===== src/rtl/tick_generator_pkg.sv =====
// Shared definitions for the tick generator: FSM state encoding and tick counter width.
package tick_generator_pkg;

    typedef enum logic [1:0] {
        StIdle      = 2'b00,
        StRun       = 2'b01,
        StStepPulse = 2'b10,
        StStepWait  = 2'b11
    } state_e;

    localparam int unsigned TickCountWidth = 8;

endpackage


===== src/rtl/tick_generator_if.sv =====
// Control/status bundle between a tick generator and whatever drives it.
interface tick_generator_if #(
    parameter int unsigned nrOfBits = 16
) ();
    import tick_generator_pkg::*;

    logic                      run;
    logic                      step;
    logic                      load;
    logic [nrOfBits-1:0]       divisor;
    logic                      tick;
    logic [TickCountWidth-1:0] tickCount;
    logic                      busy;

    modport master (
        output run, step, load, divisor,
        input  tick, tickCount, busy
    );

    modport slave (
        input  run, step, load, divisor,
        output tick, tickCount, busy
    );

endinterface


===== src/rtl/tick_counter.sv =====
// Reloadable down-counter with zero flag; saturates at zero instead of wrapping.
module tick_counter #(
    parameter int unsigned Width = 16
) (
    input  logic             i_clock,
    input  logic             i_reset,
    input  logic             i_clear,
    input  logic             i_load,
    input  logic             i_dec,
    input  logic [Width-1:0] i_value,
    output logic             o_zero
);

    logic [Width-1:0] r_count;

    always_ff @(posedge i_clock) begin
        if (i_reset || i_clear) begin
            r_count <= '0;
        end else if (i_load) begin
            r_count <= i_value;
        end else if (i_dec && (r_count != '0)) begin
            r_count <= r_count - Width'(1);
        end
    end

    assign o_zero = (r_count == '0);

endmodule


===== src/rtl/tick_generator.sv =====
// Programmable clock-enable tick generator with free-run and single-step modes.
module tick_generator
    import tick_generator_pkg::*;
#(
    parameter int unsigned nrOfBits       = 16,
    parameter int unsigned defaultDivisor = 0
) (
    input logic              i_clock,
    input logic              i_reset,
    tick_generator_if.slave  bus
);

    state_e                    r_state;
    state_e                    w_state_next;
    logic                      r_tick;
    logic                      w_tick_next;
    logic [TickCountWidth-1:0] r_tick_count;
    logic                      r_busy;
    logic [nrOfBits-1:0]       r_divisor;
    logic [nrOfBits-1:0]       w_reload_value;
    logic                      w_cnt_load;
    logic                      w_cnt_dec;
    logic                      w_cnt_clear;
    logic                      w_cnt_zero;

    // A divisor written on the reload cycle takes effect immediately.
    assign w_reload_value = bus.load ? bus.divisor : r_divisor;

    tick_counter #(
        .Width (nrOfBits)
    ) u_counter (
        .i_clock (i_clock),
        .i_reset (i_reset),
        .i_clear (w_cnt_clear),
        .i_load  (w_cnt_load),
        .i_dec   (w_cnt_dec),
        .i_value (w_reload_value),
        .o_zero  (w_cnt_zero)
    );

    always_comb begin
        w_state_next = r_state;
        w_tick_next  = 1'b0;
        w_cnt_load   = 1'b0;
        w_cnt_dec    = 1'b0;
        w_cnt_clear  = 1'b0;
        unique case (r_state)
            StIdle: begin
                if (bus.run) begin
                    w_state_next = StRun;
                    w_cnt_load   = 1'b1;
                end else if (bus.step) begin
                    w_state_next = StStepPulse;
                    w_tick_next  = 1'b1;
                end
            end
            StRun: begin
                // Dropping run abandons the current period without a tick.
                if (!bus.run) begin
                    w_state_next = StIdle;
                    w_cnt_clear  = 1'b1;
                end else if (w_cnt_zero) begin
                    w_tick_next = 1'b1;
                    w_cnt_load  = 1'b1;
                end else begin
                    w_cnt_dec = 1'b1;
                end
            end
            StStepPulse: begin
                w_state_next = StStepWait;
            end
            StStepWait: begin
                if (!bus.step) begin
                    w_state_next = StIdle;
                end
            end
            default: begin
                w_state_next = StIdle;
            end
        endcase
    end

    always_ff @(posedge i_clock) begin
        if (i_reset) begin
            r_state      <= StIdle;
            r_tick       <= 1'b0;
            r_tick_count <= '0;
            r_busy       <= 1'b0;
            r_divisor    <= nrOfBits'(defaultDivisor);
        end else begin
            r_state <= w_state_next;
            r_tick  <= w_tick_next;
            r_busy  <= (w_state_next != StIdle);
            if (w_tick_next) begin
                r_tick_count <= r_tick_count + TickCountWidth'(1);
            end
            if (bus.load) begin
                r_divisor <= bus.divisor;
            end
        end
    end

    assign bus.tick      = r_tick;
    assign bus.tickCount = r_tick_count;
    assign bus.busy      = r_busy;

endmodule


===== src/flat_wrapper.sv =====
// flat-port wrapper written by rule: the top's interface ports become plain ports
module tick_generator_flat import tick_generator_pkg::*;
#(
    parameter int unsigned nrOfBits       = 16,
    parameter int unsigned defaultDivisor = 0
)
  (i_clock, i_reset, bus_run, bus_step, bus_load, bus_divisor, bus_tick, bus_tickCount, bus_busy);
  tick_generator_if #(.nrOfBits(nrOfBits)) bus_i ();
  input logic i_clock;
  input logic i_reset;
  input wire logic [$bits(bus_i.run)-1:0] bus_run;
  input wire logic [$bits(bus_i.step)-1:0] bus_step;
  input wire logic [$bits(bus_i.load)-1:0] bus_load;
  input wire logic [$bits(bus_i.divisor)-1:0] bus_divisor;
  output wire logic [$bits(bus_i.tick)-1:0] bus_tick;
  output wire logic [$bits(bus_i.tickCount)-1:0] bus_tickCount;
  output wire logic [$bits(bus_i.busy)-1:0] bus_busy;
  assign bus_i.run = bus_run;
  assign bus_i.step = bus_step;
  assign bus_i.load = bus_load;
  assign bus_i.divisor = bus_divisor;
  assign bus_tick = bus_i.tick;
  assign bus_tickCount = bus_i.tickCount;
  assign bus_busy = bus_i.busy;
  tick_generator #(.nrOfBits(nrOfBits), .defaultDivisor(defaultDivisor)) u_core (.i_clock(i_clock), .i_reset(i_reset), .bus(bus_i));
endmodule

===== config.mk =====
export PLATFORM = sky130hd
export DESIGN_NAME = tick_generator_flat
export DESIGN_NICKNAME = d
export VERILOG_FILES = /design/src/rtl/tick_generator_pkg.sv /design/src/rtl/tick_generator_if.sv /design/src/rtl/tick_counter.sv /design/src/rtl/tick_generator.sv /design/src/flat_wrapper.sv
export SDC_FILE = /design/constraint.sdc
export NUM_CORES = 1
export LEC_CHECK = 0
export ABC_AREA = 1
export CAP_MARGIN = 20
export CELL_PAD_IN_SITES_DETAIL_PLACEMENT = 0
export CELL_PAD_IN_SITES_GLOBAL_PLACEMENT = 2
export CORE_MARGIN = 4
export CORE_UTILIZATION = 32
export CTS_CLUSTER_DIAMETER = 30
export DETAILED_ROUTE_END_ITERATION = 7
export GPL_ROUTABILITY_DRIVEN = 0
export PLACE_DENSITY = 0.95
export SKIP_LAST_GASP = 1
export SYNTH_ARGS = -nofsm -noshare
export SYNTH_HDL_FRONTEND = slang
export SYNTH_HIERARCHICAL = 1
export SYNTH_SLANG_ARGS = --single-unit

===== constraint.sdc =====
create_clock -name i_clock -period 7.28 [get_ports i_clock]
set_input_delay 1.456 -clock i_clock [delete_from_list [all_inputs] [get_ports i_clock]]
set_output_delay 1.456 -clock i_clock [all_outputs]
set_load 0.005 [all_outputs]

* Yosys cells after proc, flatten, opt, wreduce, memory -nomap -nowiden
Cells that the tools add are included.
** Operators by class
- Muxes and demuxes :: 20
- Eq/ne operators :: 3
- $add $sub $neg :: 2
- Reduce and logical (&&, ||, !) cells :: 7
** Operator list (count)
- 16-bit two-way mux :: 3
- 16-bit logical NOT :: 1
- 16-bit nonzero test :: 1
- 16-bit by 1-bit subtractor with 16-bit output (second input constant) :: 1
- 1-bit two-way mux :: 10
- 8-bit by 1-bit adder with 8-bit output (second input constant) :: 1
- 2-bit two-way mux :: 4
- 2-bit case mux with 4 select lines :: 1
- 2-bit equality test (second input constant) :: 2
- 1-bit case mux with 2 select lines :: 2
- 2-bit nonzero test :: 2
- 2-bit by 1-bit equality test with 1-bit output (second input constant) :: 1
- 2-bit logical NOT :: 1
- 1-bit logical AND :: 1
- 1-bit logical OR :: 1
** Word-level totals
- Input port bits :: 21
- Output and inout port bits :: 10
- Bits in registers :: 44

* Longest topological paths before layout
Gate-level depths: netlist (run 1).
- Depth in word-level cells :: 7
- Gate-level depth with buffers :: 15
- Gate-level depth less buffers :: 14

* Hierarchy
Netlist (run 1), hierarchy kept.
** Modules (own cells, without submodules)
- tick_counter :: cells an instance 220, area each 1219.9 um2, instances 1
- tick_generator :: cells an instance 165, area each 1213.7 um2, instances 1

* Worst setup path after synthesis (run 1)
OpenSTA, ideal clock, no wires.
- Path type :: input to register
- Start :: input port bus_run
- End :: register u_core.u_counter.r_count[14]
- Stages :: 6
- Setup slack :: 4.754 ns
- Buffers on the path :: 1
- Arrival time :: 2.404 ns
- Cell sequence :: nand2_1 > nor2_1 > inv_1 > clkbuf_1 > a21boi_0 > a21oi_1
** On the way
- Elaborated cells on any way between the ends :: 11
- Classes of those cells :: mux (8); reduce/logical (3)
** RTL lines
- start, declared :: RTL line flat_wrapper.sv:11 : input wire logic [$bits(bus_i.run)-1:0] bus_run;
- 1-bit two-way mux, on equally long branches :: RTL line tick_generator.sv:59, tick_generator.sv:49
- 1-bit case mux with 2 select lines (*) :: RTL line tick_generator.sv:47 : unique case (r_state)
- via u_core.w_cnt_load :: RTL line tick_generator.sv:21 : logic w_cnt_load;
- 16-bit two-way mux or 2-bit nonzero test (tied branches)
- end signal, assigned :: RTL line tick_counter.sv:20 : r_count <= i_value;
- end signal, assigned :: RTL line tick_counter.sv:22 : r_count <= r_count - Width'(1);
- end, declared :: RTL line tick_counter.sv:14 : logic [Width-1:0] r_count;
The timed path passes the listed nets; every way through them passes the cells marked *.
A chain may end at the register's enable or synchronous reset.

* Worst setup path in the final report (run 1)
- Start :: input port bus_run
- End :: register u_core.u_counter.r_count[7]
Same word-level chain as after synthesis.

==> impl_metrics.ini, run 1 <==
[status]
outcome = completed

[sta]
max_freq_mhz = 253
hold_viol = 0
period_needed_ns = 3.95
grt_setup_unrepaired = false
slew_viol_final = 0
setup-violations-final = 0
tns_ns = 0
max_slew_margin_pct = 38.7
finalCritPeriodShare_pct = 54.3
clock-skew-final_ns = 0.00958
worstMarginPinSlew_ns = 0.916

[final_layout]
nets = 434
final_common_cell = nand2_1
num_antenna_cells = 0
drive_gt1_share_pct = 7.54
mostFrequentLayoutCells = nand2_1 (125), nor2_1 (70), dfxtp_1 (44), inv_1 (34), clkdlybuf4s50_1 (30)
nFillCells = 809
area_delta_synth_final_pct = 17.7

[floorplanning]
die_x_um = 95.2
rows = 31
die_y_um = 95.2
io-pin-count = 31
die_area_um2 = 9060
coreArea_um2 = 7330
start_util_pct = 33.2

[cts]
cts_tree = built
cts_resized = 0
ctsRootBufferMaster = clkbuf_8
cts_made_buffers = 5
post-cts-setup-buffer-count = 0
h-tree-depth = 2
cts.clk_slew.worst_paths_ns = 0.08
cts_hold_buf = 0
cts_sinks = 44
insertion_delay_ns = 0.29
cts_buffer_depth = 2

[synth]
synthXorXnorAreaFrac_pct = 0.360
seq_area_frac_synth_pct = 36.2
synth-seq-cells = 44
synthSimpleGateAreaFrac_pct = 40.8
syn-cell-area_um2 = 2430
synth_adder_area_share_pct = 1.03
synthesis.nets = 408
synth.area.mux_share_pct = 0
yosys_warnings = 6
netlist-cell-type-count = 30
synth-compound-area-share_pct = 13.0
synth_cells = 385
syn_area_per_cell_um2 = 6.32
synth_top_family_by_area = simple AND/OR/NAND/NOR gates

[grt]
grt_usage_pct = 13.0
grt_max_degree = 26
grt_busiest_layer = met1
antenna_found_initial = 0
met1_usage_pct = 20.1
grt_pass1_vias = 1980
globalRouteMet3Util_pct = 1.89
use_met2_pct = 18.1
grt_pass1_wl_um = 9380
grt_overflow = 0

[placement]
dp_hpwl_um = 4190
numPortBuffers = 30

[worst_hold_path]
worst_hold_startpoint = u_core/r_divisor[7]
hp-class = reg2reg

[power]
power_density_nw_per_um2 = 213
p_total_mw = 0.610
ir_worst_vdd_uv = 115
power_leakage_nw = 1.35

[drt]
vias_per_cell = 4.40
drt_pre_antenna_iters = 4
detail-route-antenna-nets = 0
route.detailed.drc = 0
wl_um = 5580
drt_iter0_markers = 105
vias = 2245
avgRoutedWirePerCell_um = 10.9

[worst_setup_path]
worst_r2r_startpoint = u_core/u_counter/r_count[0]
startpoint = bus_run
ff2ff_setup_slack_ns = 3.33
path_max_fanout = 25
worst-endpoint-arrival_ns = 4.14
cp-end-kind = register
worst_setup_path_start_kind = input pin
critPathKind = in2reg
crit_required_ns = 7.47

[job]
max-cap-violations = 0
## metrics by stage
step                      utilization (%)  hold slack (ns)  area (um^2)  instances  setup WS, ns
after CTS                            39.1            0.473         2870        510          3.30
after global placement               38.0            0.456         2790        503          3.08
after floorplan                         -            0.446         2430        385          4.75
after detailed placement             38.0            0.462         2790        503          3.03
final                                39.1            0.469         2870        510          3.33
after global routing                 39.1            0.490         2870        510          2.87
## final timing paths
check,to,cells past startpoint
setup / recovery,u_core/u_counter/r_count[7],8
hold reg to reg,u_core/r_divisor[7],2
setup reg to reg,u_core/u_counter/r_count[7],13
hold / removal,u_core/r_divisor[7],2
## state kept, by name (all words and copies together), names as in the netlist
signal                    cells
u_core/r_state                2
u_core/bus.tick               1
u_core/u_counter/r_count     16
u_core/bus.tickCount          8
u_core/bus.busy               1
u_core/r_divisor             16
## critical path, stage by stage
cell             delay, ns
clkdlybuf4s50_1       0.52
nand2_1               0.12
nor2_1                0.72
inv_1                 0.63
nand2_4               0.39
inv_2                 0.13
nor2_1                0.12
nor2_1                0.05
## final cells by class
cell class	instances	area, um^2	area share, %
clock inverters	1	5.00	0.175
flip-flops and latches	44	881	30.7
multi-input cells	293	1340	46.9
well taps	99	124	4.32
repair buffers	30	300	10.5
inverters	37	139	4.85
clock buffers	6	72.6	2.53
## report_power, final
group | total (mW) | internal, mW | switching, mW
Combinational | 0.190 | 0.0694 | 0.121
Clock | 0.143 | 0.0653 | 0.0772
Sequential | 0.277 | 0.260 | 0.0165
## routing by layer
layer  routed length, um  part of all wire (%)  vias up
li1                    -                     -     1258
met1                3150                    57      959
met2                2230                    40       24
met3                 144                   2.6        4
met4                  48                  0.86        0
met5                   0                     0        -
## synth_stat cells
| master | n | area share, % |
|---|---|---|
| clkbuf_1 | 3 | 0.46 |
| nor4_1 | 1 | 0.26 |
| buf_1 | 2 | 0.31 |
| nand2_4 | 3 | 1.4 |
| xnor2_1 | 1 | 0.36 |
| o21ai_2 | 2 | 0.72 |
| a21oi_1 | 25 | 5.1 |
| o21ai_1 | 6 | 1.2 |
| inv_1 | 34 | 5.2 |
| buf_2 | 4 | 0.82 |
| nor3_1 | 2 | 0.41 |
| a31oi_1 | 1 | 0.26 |
| ha_1 | 2 | 1.0 |
| nand3_1 | 25 | 5.1 |
| nand3_4 | 1 | 0.72 |
| nand3_2 | 3 | 1.2 |
| nor2_1 | 70 | 11 |
| inv_2 | 3 | 0.46 |
| o21ai_0 | 9 | 1.9 |
| nor2_2 | 1 | 0.26 |
| o21bai_1 | 1 | 0.31 |
| a21oi_2 | 8 | 2.9 |
| dfxtp_1 | 44 | 36 |
| nand3b_1 | 1 | 0.31 |
| buf_6 | 1 | 0.46 |
| or2_2 | 1 | 0.26 |
| buf_12 | 1 | 0.82 |
| nand2_2 | 3 | 0.77 |
| nand2_1 | 125 | 19 |
| a21boi_0 | 2 | 0.62 |
## cells by family after synthesis
logic type | count (synthesis)
compound gates | 54
xor+xnor | 1
fa+ha+maj | 2
buf+inv | 48
flops | 44
simple gates | 236
Note: power is estimated with default switching activity, not from simulation.
==> run 2: changes to the inputs <==
CORE_UTILIZATION = 29   (was 32)
PLACE_DENSITY = 0.88   (was 0.95)
clock period = 3.8 ns   (was 7.28 ns; I/O delays follow)
==> impl_metrics.ini, run 2 (synthesis results as in run 1) <==
[sta]
max_slew_margin_pct = 36.4
slew_viol_final = 0
tns_ns = 0
clock-skew-final_ns = 0.00544
hold_viol = 0
grt_setup_unrepaired = false
worstMarginPinSlew_ns = 0.951
setup-violations-final = 0
hold_ws_ns = 0.469
max_freq_mhz = 328
period_needed_ns = 3.05
finalCritPeriodShare_pct = 80.3

[cts]
post-cts-setup-buffer-count = 0
cts_sinks = 44
cts_buffer_depth = 2
insertion_delay_ns = 0.29
cts_tree = built
h-tree-depth = 2
cts_resized = 0
cts_made_buffers = 5
cts_hold_buf = 0
ctsRootBufferMaster = clkbuf_8
cts.clk_slew.worst_paths_ns = 0.08

[drt]
detail-route-antenna-nets = 0
vias_per_cell = 4.43
drt_iter0_markers = 73
route.detailed.drc = 0
wl_um = 5770
avgRoutedWirePerCell_um = 11.1
drt_pre_antenna_iters = 4
vias = 2305

[floorplanning]
io-pin-count = 31
die_area_um2 = 9920
coreArea_um2 = 8180
die_y_um = 99.6
die_x_um = 99.6
start_util_pct = 29.8
rows = 33

[placement]
dp.cells = 512
numPortBuffers = 30
dp_hpwl_um = 4410

[power]
power_density_nw_per_um2 = 438
power_leakage_nw = 1.39
ir_worst_vdd_uv = 218

[worst_setup_path]
worst-endpoint-arrival_ns = 3.24
worst_setup_path_start_kind = register
cp-end-kind = register
critPathKind = reg2reg
crit_required_ns = 3.99
path_max_fanout = 25

[status]
outcome = completed

[grt]
grt_pass1_vias = 2081
grt_overflow = 0
use_met2_pct = 17.4
grt_max_degree = 26
globalRouteMet3Util_pct = 2.24
met1_usage_pct = 17.8
grt_pass1_wl_um = 9880
antenna_found_initial = 0
grt_usage_pct = 12.2
grt_busiest_layer = met1

[final_layout]
num_antenna_cells = 0
seq_area_um2 = 881
final_common_cell = nand2_1
drive_gt1_share_pct = 8.67
nets = 437
final-instance-count-excl-fill = 520
mostFrequentLayoutCells = nand2_1 (125), nor2_1 (70), dfxtp_1 (44), inv_1 (34), clkdlybuf4s50_1 (30)
area_delta_synth_final_pct = 21.0
multi_input_area_um2 = 1340
nFillCells = 909

[worst_hold_path]
hp-class = reg2reg

[job]
max-cap-violations = 0
-- run 2: final cells by class --
cell class	instances	area share [%]
Clock buffer	7	3.27
Clock inverter	1	1.02
Inverter	37	4.72
Multi-Input combinational cell	293	45.6
Sequential cell	44	29.9
Tap cell	105	4.46
Timing Repair Buffer	33	11.0
-- run 2: report_power, final --
part           internal [mW]  leakage [nW]  total [mW]  switching [mW]
logic                  0.136         0.965       0.372           0.236
registers              0.499         0.362       0.531          0.0327
clock network          0.232        0.0645       0.386           0.154
-- run 2: worst max-delay path, cell delays in order, from the launching register on --
cell and delay [ns]:
dfxtp_1 0.34, inv_1 0.08, ha_1 0.23, nand3_4 0.12
nor2_1 0.29, nand2_1 0.13, nor4_1 0.37, nor2_1 0.10
nor2_1 0.10, buf_4 0.21, inv_1 0.35, nand2_4 0.35
inv_2 0.13, nor2_1 0.12, nor2_1 0.05
-- run 2: metrics by stage --
step | power [mW] | util (%) | setup slack (ns) | area, um^2
2_1_floorplan | 0.817 | - | 1.40 | 2430
3_3_place_gp | 0.921 | 34.5 | 0.809 | 2820
3_5_place_dp | 0.916 | 34.5 | 0.733 | 2820
4_1_cts | 1.31 | 36.0 | 0.714 | 2940
5_1_grt | 1.39 | 36.0 | 0.331 | 2940
6_report | 1.29 | 36.0 | 0.747 | 2940
-- run 2: layer usage --
layer / routed length (um) / vias to the layer above
met3: 214 / 10
li1: - / 1271
met5: 0 / -
met2: 2300 / 34
met4: 80 / 0
met1: 3170 / 990
-- run 2: final timing paths --
check	startpoint	endpoint	slack [ns]	cells past startpoint
worst max-delay path	u_core/u_counter/r_count[0]	u_core/u_counter/r_count[8]	0.75	14
worst min register to register	u_core/r_divisor[10]	u_core/r_divisor[10]	0.47	2
worst max register to register	u_core/u_counter/r_count[0]	u_core/u_counter/r_count[8]	0.75	14
worst min-delay path	u_core/r_divisor[10]	u_core/r_divisor[10]	0.47	2
==> run 3: changes to the inputs <==
clock period = 3 ns   (was 3.8 ns; I/O delays follow)
==> impl_metrics.ini, run 3 (synthesis results as in run 1) <==
[power]
power_frac_seq_pct = 42.0
power_frac_comb_pct = 29.8
switching_power_mw = 0.544
ir_worst_vdd_uv = 218
power_density_nw_per_um2 = 544
power_leakage_nw = 1.40
swShare_pct = 33.9
p_int_mw = 1.06
clockPowerShare_pct = 28.2

[grt]
grt_usage_pct = 12.5
antenna_found_initial = 0
grt_pass1_vias = 2139
grt_overflow = 0
grt_pass1_wl_um = 10200
grt_max_degree = 23

[worst_setup_path]
path_max_fanout = 17
worst-endpoint-arrival_ns = 2.74
path_cells = inv_1 > ha_1 > nand3_4 > nor2_1 > nand2_1 > nor4_1 > nor2_1 > nor2_1 > inv_1 > nand2_4 > inv_2 > nor2_1 > nor2_1
slowest_delay_ns = 0.37
cp-end-kind = register
ff2ff_setup_slack_ns = 0.45
slowest_stage = nor4_1
crit_buf_inv = 3
path_delay_family = simple AND/OR/NAND/NOR gates
cpMostUsedCell = nor2_1
critPathKind = reg2reg
worst_setup_path_start_kind = register
crit_required_ns = 3.19

[final_layout]
num_antenna_cells = 0
postLayoutCellArea_um2 = 2950
area_delta_synth_final_pct = 21.1
final_common_cell = nand2_1
nFillCells = 920
nets = 440
mostFrequentLayoutCells = nand2_1 (125), nor2_1 (70), dfxtp_1 (44), inv_1 (34), clkdlybuf4s50_1 (30)
drive_gt1_share_pct = 9.09

[status]
outcome = completed

[floorplanning]
die_area_um2 = 9920
start_util_pct = 29.8
rows = 33
die_y_um = 99.6
io-pin-count = 31
coreArea_um2 = 8180
die_x_um = 99.6

[sta]
worstMarginPinSlew_ns = 0.487
period_needed_ns = 2.55
max_slew_margin_pct = 67.5
slew_viol_final = 0
finalCritPeriodShare_pct = 84.9
grt_setup_unrepaired = false
max_freq_mhz = 392
clock-skew-final_ns = 0.00371
tns_ns = 0
setup-violations-final = 0
hold_viol = 0

[cts]
cts.clk_slew.worst_paths_ns = 0.08
cts_made_buffers = 5
h-tree-depth = 2
cts_buffer_depth = 2
cts_tree = built
post-cts-setup-buffer-count = 0
cts_sinks = 44
cts_resized = 0
ctsRootBufferMaster = clkbuf_8
insertion_delay_ns = 0.29
cts_hold_buf = 0

[worst_hold_path]
hp-class = reg2reg

[placement]
post_dp_cell_area_um2 = 2840
numPortBuffers = 30
dp_hpwl_um = 4450

[drt]
drt_iter0_markers = 128
route.detailed.drc = 0
wl_um = 5850
detail-route-antenna-nets = 0
vias_per_cell = 4.43
avgRoutedWirePerCell_um = 11.2
vias = 2316
drt_pre_antenna_iters = 4

[job]
max-cap-violations = 0
==> run 3: cell count changes in the layout (fill, tap and decap cells not counted), sizes merged <==
cell and change:
buf +3, clkbuf -1, clkinv +1
==> run 3: tightest hold or removal path: cells and delay by family, from the launching register on <==
| kind | cells | cell delay (ns) |
|---|---|---|
| flip-flops | 1 | 0.30 |
| AND/OR/NAND/NOR | 1 | 0.07 |
| AO/OA/AOI/OAI | 1 | 0.06 |
==> run 3: per-layer routing <==
metal | GRT usage [%] | part of all wire, %
met3 | 1.96 | 4.1
met1 | 18.4 | 54
met4 | 4.62 | 1.6
met2 | 18.4 | 40
met5 | 0 | 0
==> run 3: power by group through the flow <==
stage               sequential (mW)  clock, mW  combinational (mW)
floorplan                     0.674          0               0.360
global placement              0.686          0               0.481
detailed placement            0.685          0               0.479
CTS                           0.672      0.476               0.482
global route                  0.679      0.495               0.550
finish                        0.672      0.453               0.478
==> run 3: area by class of cell <==
class | count | area, um^2 | area share, %
clock inverter | 2 | 35.0 | 1.19
tap | 105 | 131 | 4.46
sequential | 44 | 881 | 29.9
multi-input combinational | 293 | 1340 | 45.6
timing repair buffer | 36 | 345 | 11.7
inverter | 37 | 139 | 4.71
clock buffer | 6 | 72.6 | 2.46
==> run 3: per-stage QoR <==
| stage | utilization (%) | setup slack (ns) | hold WS (ns) | total power [mW] | cells |
|---|---|---|---|---|---|
| final | 36.1 | 0.452 | 0.470 | 1.60 | 523 |
| after global routing | 36.1 | 0.151 | 0.489 | 1.72 | 523 |
| after CTS | 36.1 | 0.487 | 0.476 | 1.63 | 523 |
| after detailed placement | 34.7 | 0.504 | 0.462 | 1.16 | 515 |
| after global placement | 34.7 | 0.554 | 0.456 | 1.17 | 515 |
| after floorplan | - | 0.596 | 0.446 | 1.03 | 385 |
==> run 3: worst paths after layout <==
| kind | start | endpoint | cells after the start |
|---|---|---|---|
| setup reg to reg | u_core/u_counter/r_count[0] | u_core/u_counter/r_count[8] | 13 |
| setup / recovery | u_core/u_counter/r_count[0] | u_core/u_counter/r_count[8] | 13 |
| hold reg to reg | u_core/r_divisor[12] | u_core/r_divisor[12] | 2 |
| hold / removal | u_core/r_divisor[12] | u_core/r_divisor[12] | 2 |
